<file path="src/rtl/synth_sched_pkg.sv">
// Shared types for the pitch slot scheduler: FSM states, slot fields, key events.
package synth_sched_pkg;

  localparam int SCHED_V_WIDTH  = 3;
  localparam int SCHED_O_WIDTH  = 2;
  localparam int SCHED_OE_WIDTH = 1;

  localparam logic [7:0] KEY_SILENT = 8'hff;

  typedef enum logic [2:0] {
    ST_IDLE,
    ST_SLOT,
    ST_GAP_SETUP,
    ST_GAP_STROBE,
    ST_GAP_HOLD
  } sched_state_t;

  typedef struct packed {
    logic [SCHED_V_WIDTH-1:0]  voice;
    logic [SCHED_O_WIDTH-1:0]  osc;
    logic [SCHED_OE_WIDTH-1:0] sub;
  } slot_t;

  typedef struct packed {
    logic [SCHED_V_WIDTH-1:0] voice;
    logic [7:0]               val;
  } key_evt_t;

endpackage

</file>
<file path="src/rtl/key_event_fifo.sv">
// Key event FIFO, entries split into a match tag (top TAG_W bits) and a value.
// Head visible combinationally; full blocks pushes; PITCH_SCHED_COALESCE_EN merges same-tag pushes.
module key_event_fifo #(
  parameter int DEPTH = 4,
  parameter int WIDTH = 11,
  parameter int TAG_W = 3
) (
  input  logic             clk,
  input  logic             rst,
  input  logic             push_vld,
  input  logic [WIDTH-1:0] push_dat,
  input  logic             pop_vld,
  output logic             full,
  output logic             empty,
  output logic [WIDTH-1:0] head_dat
);

  localparam int AW = (DEPTH > 1) ? $clog2(DEPTH) : 1;
  localparam int VW = WIDTH - TAG_W;

  logic [TAG_W-1:0] tag_q [DEPTH];
  logic [VW-1:0]    val_q [DEPTH];
  logic [AW-1:0]    rd_ptr, wr_ptr;
  logic [AW:0]      count;
  logic             do_push, do_pop, alloc, hit;
  logic [AW-1:0]    hit_idx;

  assign full     = (count == (AW+1)'(DEPTH));
  assign empty    = (count == '0);
  assign do_push  = push_vld && !full;
  assign do_pop   = pop_vld && !empty;
  assign head_dat = {tag_q[rd_ptr], val_q[rd_ptr]};

`ifdef PITCH_SCHED_COALESCE_EN
  // An entry leaving this cycle cannot absorb the push; it becomes a fresh entry instead.
  always_comb begin
    hit     = 1'b0;
    hit_idx = '0;
    for (int i = 0; i < DEPTH; i++) begin
      if (!hit && ({1'b0, AW'(AW'(i) - rd_ptr)} < count) &&
          (tag_q[i] == push_dat[WIDTH-1:VW]) &&
          !(do_pop && (AW'(i) == rd_ptr))) begin
        hit     = 1'b1;
        hit_idx = AW'(i);
      end
    end
  end
  assign alloc = do_push && !hit;
`else
  assign hit     = 1'b0;
  assign hit_idx = '0;
  assign alloc   = do_push;
`endif

  always_ff @(posedge clk) begin
    if (alloc) begin
      tag_q[wr_ptr] <= push_dat[WIDTH-1:VW];
      val_q[wr_ptr] <= push_dat[VW-1:0];
    end
    if (do_push && hit) val_q[hit_idx] <= push_dat[VW-1:0];
  end

  always_ff @(posedge clk or posedge rst) begin
    if (rst) begin
      rd_ptr <= '0;
      wr_ptr <= '0;
      count  <= '0;
    end else begin
      if (alloc)  wr_ptr <= wr_ptr + AW'(1);
      if (do_pop) rd_ptr <= rd_ptr + AW'(1);
      count <= count + (AW+1)'(alloc) - (AW+1)'(do_pop);
    end
  end

endmodule

</file>
<file path="src/rtl/pitch_slot_scheduler.sv">
// Slot sequencer for the pitch datapath: key events applied in a 3-cycle frame gap, results realigned to pitch store.
// pitch_wr PIPE_LAT cycles after its slot; key_ready = FIFO not full. Option: PITCH_SCHED_COALESCE_EN.
module pitch_slot_scheduler
  import synth_sched_pkg::*;
#(
  parameter int VOICES     = 8,
  parameter int V_OSC      = 4,
  parameter int V_WIDTH    = 3,
  parameter int O_WIDTH    = 2,
  parameter int OE_WIDTH   = 1,
  parameter int E_WIDTH    = O_WIDTH + OE_WIDTH,
  parameter int PIPE_LAT   = 4,
  parameter int KEYQ_DEPTH = 4
) (
  input  logic                       sCLK_XVXOSC,
  input  logic                       reset_reg,
  input  logic                       run,
  input  logic                       key_req,
  input  logic [V_WIDTH-1:0]         key_voice,
  input  logic [7:0]                 key_val,
  output logic                       key_ready,
  output logic [V_WIDTH+E_WIDTH-1:0] xxxx,
  output logic                       frame_start,
  output logic [V_WIDTH-1:0]         cur_key_adr,
  output logic [7:0]                 cur_key_val,
  output logic                       note_on,
  input  logic [23:0]                osc_pitch_val,
  output logic                       pitch_wr,
  output logic [V_WIDTH+O_WIDTH-1:0] pitch_wr_adr,
  output logic [23:0]                pitch_wr_data
);

  localparam int S_W = V_WIDTH + E_WIDTH;
  localparam int K_W = V_WIDTH + 8;
  localparam logic [S_W-1:0] LAST_SLOT =
    {V_WIDTH'(VOICES - 1), O_WIDTH'(V_OSC - 1), {OE_WIDTH{1'b1}}};

  sched_state_t   state;
  logic           q_full, q_empty, q_push, q_pop, at_last;
  logic [K_W-1:0] q_head;
  logic [S_W:0]   pipe_q [PIPE_LAT];
  logic [S_W:0]   pipe_tail;

  assign at_last   = (state == ST_SLOT) && (xxxx == LAST_SLOT);
  assign q_push    = key_req && key_ready;
  assign q_pop     = at_last && !q_empty;
  assign key_ready = !q_full;

  key_event_fifo #(
    .DEPTH (KEYQ_DEPTH),
    .WIDTH (K_W),
    .TAG_W (V_WIDTH)
  ) u_keyq (
    .clk      (sCLK_XVXOSC),
    .rst      (reset_reg),
    .push_vld (q_push),
    .push_dat ({key_voice, key_val}),
    .pop_vld  (q_pop),
    .full     (q_full),
    .empty    (q_empty),
    .head_dat (q_head)
  );

  always_ff @(posedge sCLK_XVXOSC or posedge reset_reg) begin
    if (reset_reg) begin
      state       <= ST_IDLE;
      xxxx        <= '0;
      frame_start <= 1'b0;
      note_on     <= 1'b0;
      cur_key_adr <= '0;
      cur_key_val <= KEY_SILENT;
    end else begin
      frame_start <= 1'b0;
      note_on     <= 1'b0;
      case (state)
        ST_IDLE: begin
          if (run) begin
            state       <= ST_SLOT;
            frame_start <= 1'b1;
          end
        end
        ST_SLOT: begin
          if (!at_last) begin
            xxxx <= xxxx + S_W'(1);
          end else begin
            xxxx <= '0;
            // A pending key event always takes the gap, even when stopping.
            if (!q_empty) begin
              state       <= ST_GAP_SETUP;
              cur_key_adr <= q_head[K_W-1:8];
              cur_key_val <= q_head[7:0];
            end else if (run) begin
              frame_start <= 1'b1;
            end else begin
              state <= ST_IDLE;
            end
          end
        end
        ST_GAP_SETUP: begin
          state   <= ST_GAP_STROBE;
          note_on <= 1'b1;
        end
        ST_GAP_STROBE: state <= ST_GAP_HOLD;
        ST_GAP_HOLD: begin
          if (run) begin
            state       <= ST_SLOT;
            frame_start <= 1'b1;
          end else begin
            state <= ST_IDLE;
          end
        end
        default: state <= ST_IDLE;
      endcase
    end
  end

  always_ff @(posedge sCLK_XVXOSC or posedge reset_reg) begin
    if (reset_reg) begin
      for (int i = 0; i < PIPE_LAT; i++) pipe_q[i] <= '0;
    end else begin
      pipe_q[0] <= {state == ST_SLOT, xxxx};
      for (int i = 1; i < PIPE_LAT; i++) pipe_q[i] <= pipe_q[i-1];
    end
  end

  // Only the last sub-slot of each osc carries the finished result.
  assign pipe_tail     = pipe_q[PIPE_LAT-1];
  assign pitch_wr      = pipe_tail[S_W] && (&pipe_tail[OE_WIDTH-1:0]);
  assign pitch_wr_adr  = pipe_tail[S_W-1:OE_WIDTH];
  assign pitch_wr_data = pitch_wr ? osc_pitch_val : '0;

endmodule
</file>
<file path="config.mk">
export PLATFORM = sky130hd
export DESIGN_NAME = pitch_slot_scheduler
export DESIGN_NICKNAME = d
export VERILOG_FILES = /design/src/rtl/synth_sched_pkg.sv /design/src/rtl/key_event_fifo.sv /design/src/rtl/pitch_slot_scheduler.sv
export SDC_FILE = /design/constraint.sdc
export NUM_CORES = 1
export LEC_CHECK = 0
export ABC_AREA = 1
export CAP_MARGIN = 15
export CORE_MARGIN = 2
export CORE_UTILIZATION = 45
export CTS_CLUSTER_DIAMETER = 200
export DETAILED_ROUTE_END_ITERATION = 12
export GPL_ROUTABILITY_DRIVEN = 0
export PLACE_DENSITY = 0.78
export SLEW_MARGIN = 30
export SYNTH_ARGS = -nofsm -noshare
export SYNTH_HDL_FRONTEND = slang
export SYNTH_SLANG_ARGS = --single-unit
</file>
<file path="constraint.sdc">
create_clock -name sCLK_XVXOSC -period 4.7 [get_ports sCLK_XVXOSC]
set_clock_uncertainty 0.1 [all_clocks]
set_input_delay 0.47 -clock sCLK_XVXOSC [delete_from_list [all_inputs] [get_ports sCLK_XVXOSC]]
set_output_delay 0.47 -clock sCLK_XVXOSC [all_outputs]
set_load 0.02 [all_outputs]
</file>
# [Word level (Yosys, flattened, before mapping)]
# Memory sizes are Yosys's and may differ from the RTL's. A register that Yosys moved wholly into a read port is not among the register bits.
# Cells that the tools add are included.
[totals] regBits=46 ramBits=44 input_bits=39 out_inout_bits=50 elab_cells=56 mem_count=2
[memory_table] name="u_keyq.val_q" depth=4 width=8 rd=1 rd_ports_with_merged_regs=1 wr=1 line="key_event_fifo.sv:22" text="logic [VW-1:0] val_q [DEPTH];"
[memory_table] name="u_keyq.tag_q" depth=4 width=3 rd=1 rd_ports_with_merged_regs=1 wr=1 line="key_event_fifo.sv:21" text="logic [TAG_W-1:0] tag_q [DEPTH];"
[classes] add_sub_neg=5 eq_ne=9 n_mux=15 bitwise_logic=1 reduce_logical=13
[ops] operator="$mux W24" count=1
[ops] operator="$pmux W3 S5" count=1
[ops] operator="$mux W3" count=4
[ops] operator="$mux W1" count=7
[ops] operator="$add A6 B1 Y6 const B" count=1
[ops] operator="$eq A3 B2 Y1 const B" count=2
[ops] operator="$eq A3 B3 Y1 const B" count=2
[ops] operator="$eq A6 B6 Y1 const B" count=1
[ops] operator="$logic_and A1 B1 Y1" count=6
[ops] operator="$logic_not A3 Y1" count=2
[ops] operator="$mux W6" count=1
[ops] operator="$reduce_and A3 Y1" count=2
[ops] operator="$add A2 B1 Y2 const B" count=2
[ops] operator="$ne A2 B2 Y1 const B" count=2
[ops] operator="$add A3 B1 Y3" count=1
[ops] operator="$eq A3 B1 Y1 const B" count=1
[ops] operator="$ne A3 B3 Y1 const B" count=1
[ops] operator="$sub A3 B1 Y3" count=1
[ops] operator="$logic_not A1 Y1" count=2
[ops] operator="$pmux W1 S2" count=1
[ops] operator="$reduce_or A2 Y1" count=1
[ops] operator="$not A1 Y1" count=1

# [Depth between registers and ports, before layout]
[depth] word_depth=6 depth_mapped=10

# [Hierarchy]
# A second synthesis with hierarchy kept.
[hier_totals] cells_unflattened=403 area_unflattened_um2=4234.1
[modules_own_cells] mod="key_event_fifo" instances=1 cells_per_inst=199 area_per_inst_um2=2210.9 seq_area_each_um2=1496.4
[modules_own_cells] mod="pitch_slot_scheduler" instances=1 cells_per_inst=204 area_per_inst_um2=2023.2 seq_area_each_um2=1261.2

# [Least setup slack after synthesis]
# Ideal clock, no wire load.
[synth_path] path_type="reg-to-reg" start="register xxxx[0]" end="register u_keyq.count[2]" arrival_ns=2.091 required_time_ns=4.471 setup_slack_ns=2.380 path_stages_with_launch=11 period_less_slack_ns=2.320 cell_sequence="dfrtp_1 > ha_1 > nand3_2 > nor2_4 > nand3_1 > inv_1 > ha_1 > inv_1 > ha_1 > fa_1 > xor2_1"
[synth_via] elab_chain_len=5
[synth_rtl] item="start, declared" line="pitch_slot_scheduler.sv:22" text="output logic [V_WIDTH+E_WIDTH-1:0] xxxx,"
[synth_rtl] item="start signal, assigned" line="pitch_slot_scheduler.sv:84" text="xxxx <= xxxx + S_W'(1);"
[synth_rtl] item="$eq A6 B6 Y1" line="pitch_slot_scheduler.sv:44" text="assign at_last = (state == ST_SLOT) && (xxxx == LAST_SLOT);"
[synth_rtl] item="$logic_and A1 B1 Y1" line="pitch_slot_scheduler.sv:44"
[synth_rtl] item="$logic_and A1 B1 Y1" line="pitch_slot_scheduler.sv:46" text="assign q_pop = at_last && !q_empty;"
[synth_rtl] item="$logic_and A1 B1 Y1" line="key_event_fifo.sv:31" text="assign do_pop = pop_vld && !empty;"
[synth_rtl] item="via u_keyq.do_pop" line="key_event_fifo.sv:25" text="logic do_push, do_pop, alloc, hit;"
[synth_rtl] item="$sub A3 B1 Y3" line="key_event_fifo.sv:71" text="count <= count + (AW+1)'(alloc) - (AW+1)'(do_pop);"
[synth_rtl] item="end signal, assigned" line="key_event_fifo.sv:71"
[synth_rtl] item="end, declared" line="key_event_fifo.sv:24" text="logic [AW:0] count;"
# The timed path passes the listed nets, and every way through them passes these cells.
# A chain may end at the register's enable or synchronous reset.

# [Worst setup path after layout]
[layout_path] start="register pipe_q, in the netlist pipe_tail[6]" end="output port pitch_wr_data[15]"
[layout_via] elab_chain_len=2
[layout_rtl] item="start, declared" line="pitch_slot_scheduler.sv:41" text="logic [S_W:0] pipe_q [PIPE_LAT];"
[layout_rtl] item="$logic_and A1 B1 Y1" line="pitch_slot_scheduler.sv:128" text="assign pitch_wr = pipe_tail[S_W] && (&pipe_tail[OE_WIDTH-1:0]);"
[layout_rtl] item="$mux W24" line="pitch_slot_scheduler.sv:130" text="assign pitch_wr_data = pitch_wr ? osc_pitch_val : '0;"
[layout_rtl] item="end, declared" line="pitch_slot_scheduler.sv:30" text="output logic [23:0] pitch_wr_data"
# Every way passes these cells.

==> results.cfg <==
[global_routing]
grt_use_total_pct = 16.1
grt_pass1_vias = 2731
use_met1_pct = 18.5
busiest_layer = met2
grt_max_degree = 58
grt_pass1_wl_um = 12400
overflow = 0
gr-usage-met3_pct = 4.08
use_met2_pct = 28.3
grt_antenna_before_repair = 0

[timing]
drv_slew = 0
fmaxAchievable_mhz = 388
finalSetupViolations = 0
hold_violations = 0
relSlewSlack_pct = 37.2
worst_pin_slew_ps = 939
totalNegativeSetupSlack_ps = 0
fin_ws_ps = 2120
finalCriticalPeriod_ps = 2580
rsz0062_at_grt = no
finalCritPeriodShare_pct = 54.9

[power]
p_leak_nw = 2.28
power_density_mw_per_mm2 = 527
peakVddDrop_mv = 0.225

[final_layout]
fin_nets = 507
final_util_pct = 59.3
stdcell_area_mm2 = 0.00520
multiInputGateArea_mm2 = 0.00103
antenna_cells = 0
syn2layout_area_growth_pct = 27.6
seq_area_mm2 = 0.00276
layoutNonFillerInstCount = 573
layout-drive-gt1-share_pct = 7.74
fill_cells = 692

[worst_setup_path]
endpoint = pitch_wr_data[15]
cpPeakStageDelay_ps = 630
rr_endpoint = u_keyq.count[2]
crit_cells = 3
worst_setup_path_start_kind = flip-flop
rrSetupSlack_ps = 2290
critical_path.top_delay_family = simple AND/OR/NAND/NOR gates
cp-end-kind = primary output
crit_path_start = pipe_tail[6]
crit_type = flip-flop to primary output
worst_ep_arrival_time_ps = 2010
reg2regPathDepth = 10
worst-path-max-fanout = 25
critPathBufInv = 1
critPathRequiredTime_ps = 4130
timing.rr.start = xxxx[0]
cpMaxStageDelayCell = clkdlybuf4s50_1
crit_chain = nand2_1, nor2_1, clkdlybuf4s50_1

[clocking]
cts_setup_buffers = 0
cts_sinks = 101
htree_levels = 3
cts_tree = done
clk_pin_slew_ps = 100
cts_hold_buf = 0
cts_buffers = 9
clk_latency_ps = 360
cts_root_buf = clkbuf_8
cts_buffer_depth = 2
cts.repair.resized = 0

[die]
core_mm2 = 0.00876
dieArea_mm2 = 0.00983
ios = 89
die-height_um = 99.1
rows = 34
start_util_pct = 46.5
fp.dieW_um = 99.1

[yosys]
ys_ff_latch = 101
ys_warn_count = 0
yosysSeqAreaShare_pct = 67.7
synth_area_mm2 = 0.00407
syn_nets = 423
synthDistinctLibCells = 30
syn_avg_cell_area_um2 = 10.8
synthCells = 376

[worst_hold_path]
worstHoldPathCells = 0
min_path_type = flip-flop to flip-flop

[routing]
wire_per_inst_um = 12.9
vias = 2753
wirelength_um = 7400
drc = 0
first_pass_iters = 4
first_iter_violations = 134
viasPerCell = 4.80
antenna_left = 0

[run_status]
status = finished clean

[placed_design]
port_buffers = 88
dp.cells = 557
pre_cts_ws_ps = 2270
place_area_mm2 = 0.00499
dpl.hpwl_um = 5380

[flow_run]
cap_violations = 0
[through the flow]
| stage | power, mW | hold slack [ps] |
|---|---|---|
| floorplan | 1.86 | 231 |
| global placement | 2.18 | 231 |
| detailed placement | 2.23 | 235 |
| CTS | 2.77 | 245 |
| global route | 2.91 | 261 |
| finish | 2.74 | 245 |
[state kept, by name, indices dropped and copies added, names as in the netlist]
register and flops:
cur_key_val 8, frame_start 1, pipe_tail 7, u_keyq.tag_q 12, u_keyq.val_q 32, u_keyq.rd_ptr 2
u_keyq.wr_ptr 2, xxxx 6, note_on 1, pipe_q 21, cur_key_adr 3, u_keyq.count 3
state 3
[cells in the mapped netlist]
library cell	number	area [µm²]
a21oi_1	4	20.0
buf_2	4	20.0
buf_4	5	37.5
buf_6	1	11.3
buf_8	1	15.0
clkbuf_1	5	18.8
dfrtp_1	49	1230
dfstp_2	8	210
edfxtp_1	44	1320
fa_1	1	20.0
ha_1	7	87.6
inv_1	47	176
inv_2	2	7.51
inv_4	1	6.26
nand2_1	54	203
nand2_4	1	11.3
nand3_1	5	25.0
nand3_2	2	20.0
nand3_4	1	17.5
nand4_1	3	18.8
nor2_1	83	312
nor2_4	1	11.3
nor2_8	1	20.0
nor3_1	2	10.0
nor3b_1	1	7.51
o21ai_0	28	140
o21ai_1	8	40.0
o21bai_1	1	7.51
xnor2_1	1	8.76
xor2_1	5	43.8
[layout by cell type, fill, tap and decap left out, drive strengths merged]
cell type      instances
a21oi                  4
xnor2                  1
dfstp                  8
edfxtp                44
nand3                  8
xor2                   5
nor3                   2
nand4                  3
o21ai                 36
clkdlybuf4s50         88
ha                     7
o21bai                 1
clkinv                 1
clkinvlp               1
nand2                 55
inv                   53
dfrtp                 49
clkbuf                10
nor3b                  1
fa                     1
nor2                  85
bufinv                 1
buf                    1
[worst register-to-register path, delay by kind of cell (launching register included)]
kind / cells / cell delay, ps
buffers and inverters: 2 / 130
and+or+nand+nor: 3 / 400
adders and majority gates: 4 / 950
DFF: 1 / 530
xor gates and xnor gates: 1 / 160
[worst min path at each step]
stage,from,endpoint,slack [ps]
finish,pipe_q[11],pipe_tail[4],240
global route,pipe_q[7],pipe_tail[0],260
global placement,pipe_q[13],pipe_tail[6],230
floorplan,pipe_q[17],pipe_q[10],230
CTS,pipe_q[11],pipe_tail[4],240
detailed placement,pipe_q[11],pipe_tail[4],230
[final cells by class]
| type | instances | area share, % |
|---|---|---|
| Multi-Input combinational cell | 209 | 19.8 |
| Timing Repair Buffer | 89 | 17.1 |
| Clock buffer | 10 | 2.46 |
| Inverter | 50 | 3.66 |
| Tap cell | 108 | 2.60 |
| Sequential cell | 101 | 53.1 |
| Clock inverter | 6 | 1.30 |
[logic make-up (layout without fill, tap and decap cells)]
kind of cell | after synthesis | after routing | synth area share, %
adders and majority gates | 8 | 8 | 2.64
xor gates and xnor gates | 6 | 6 | 1.29
DFF | 101 | 101 | 67.7
buffers and inverters | 66 | 155 | 7.19
and+or+nand+nor | 154 | 154 | 16.1
AOI/OAI and AO/OA | 41 | 41 | 5.10
[metal layers]
| layer | vias to the layer above | wire, µm | share of wire, % |
|---|---|---|---|
| li1 | 1351 | - | - |
| met1 | 1297 | 3010 | 41 |
| met2 | 90 | 3720 | 50 |
| met3 | 15 | 527 | 7.1 |
| met4 | 0 | 140 | 1.9 |
| met5 | - | 0 | 0 |
[where the power goes]
| group | leakage [nW] | internal (mW) | switching, mW | total, mW |
|---|---|---|---|---|
| logic | 1.09 | 0.362 | 0.526 | 0.888 |
| registers | 1.09 | 1.19 | 0.125 | 1.31 |
| clock network | 0.0953 | 0.250 | 0.289 | 0.539 |
Note: power is estimated with default switching activity, not from simulation.
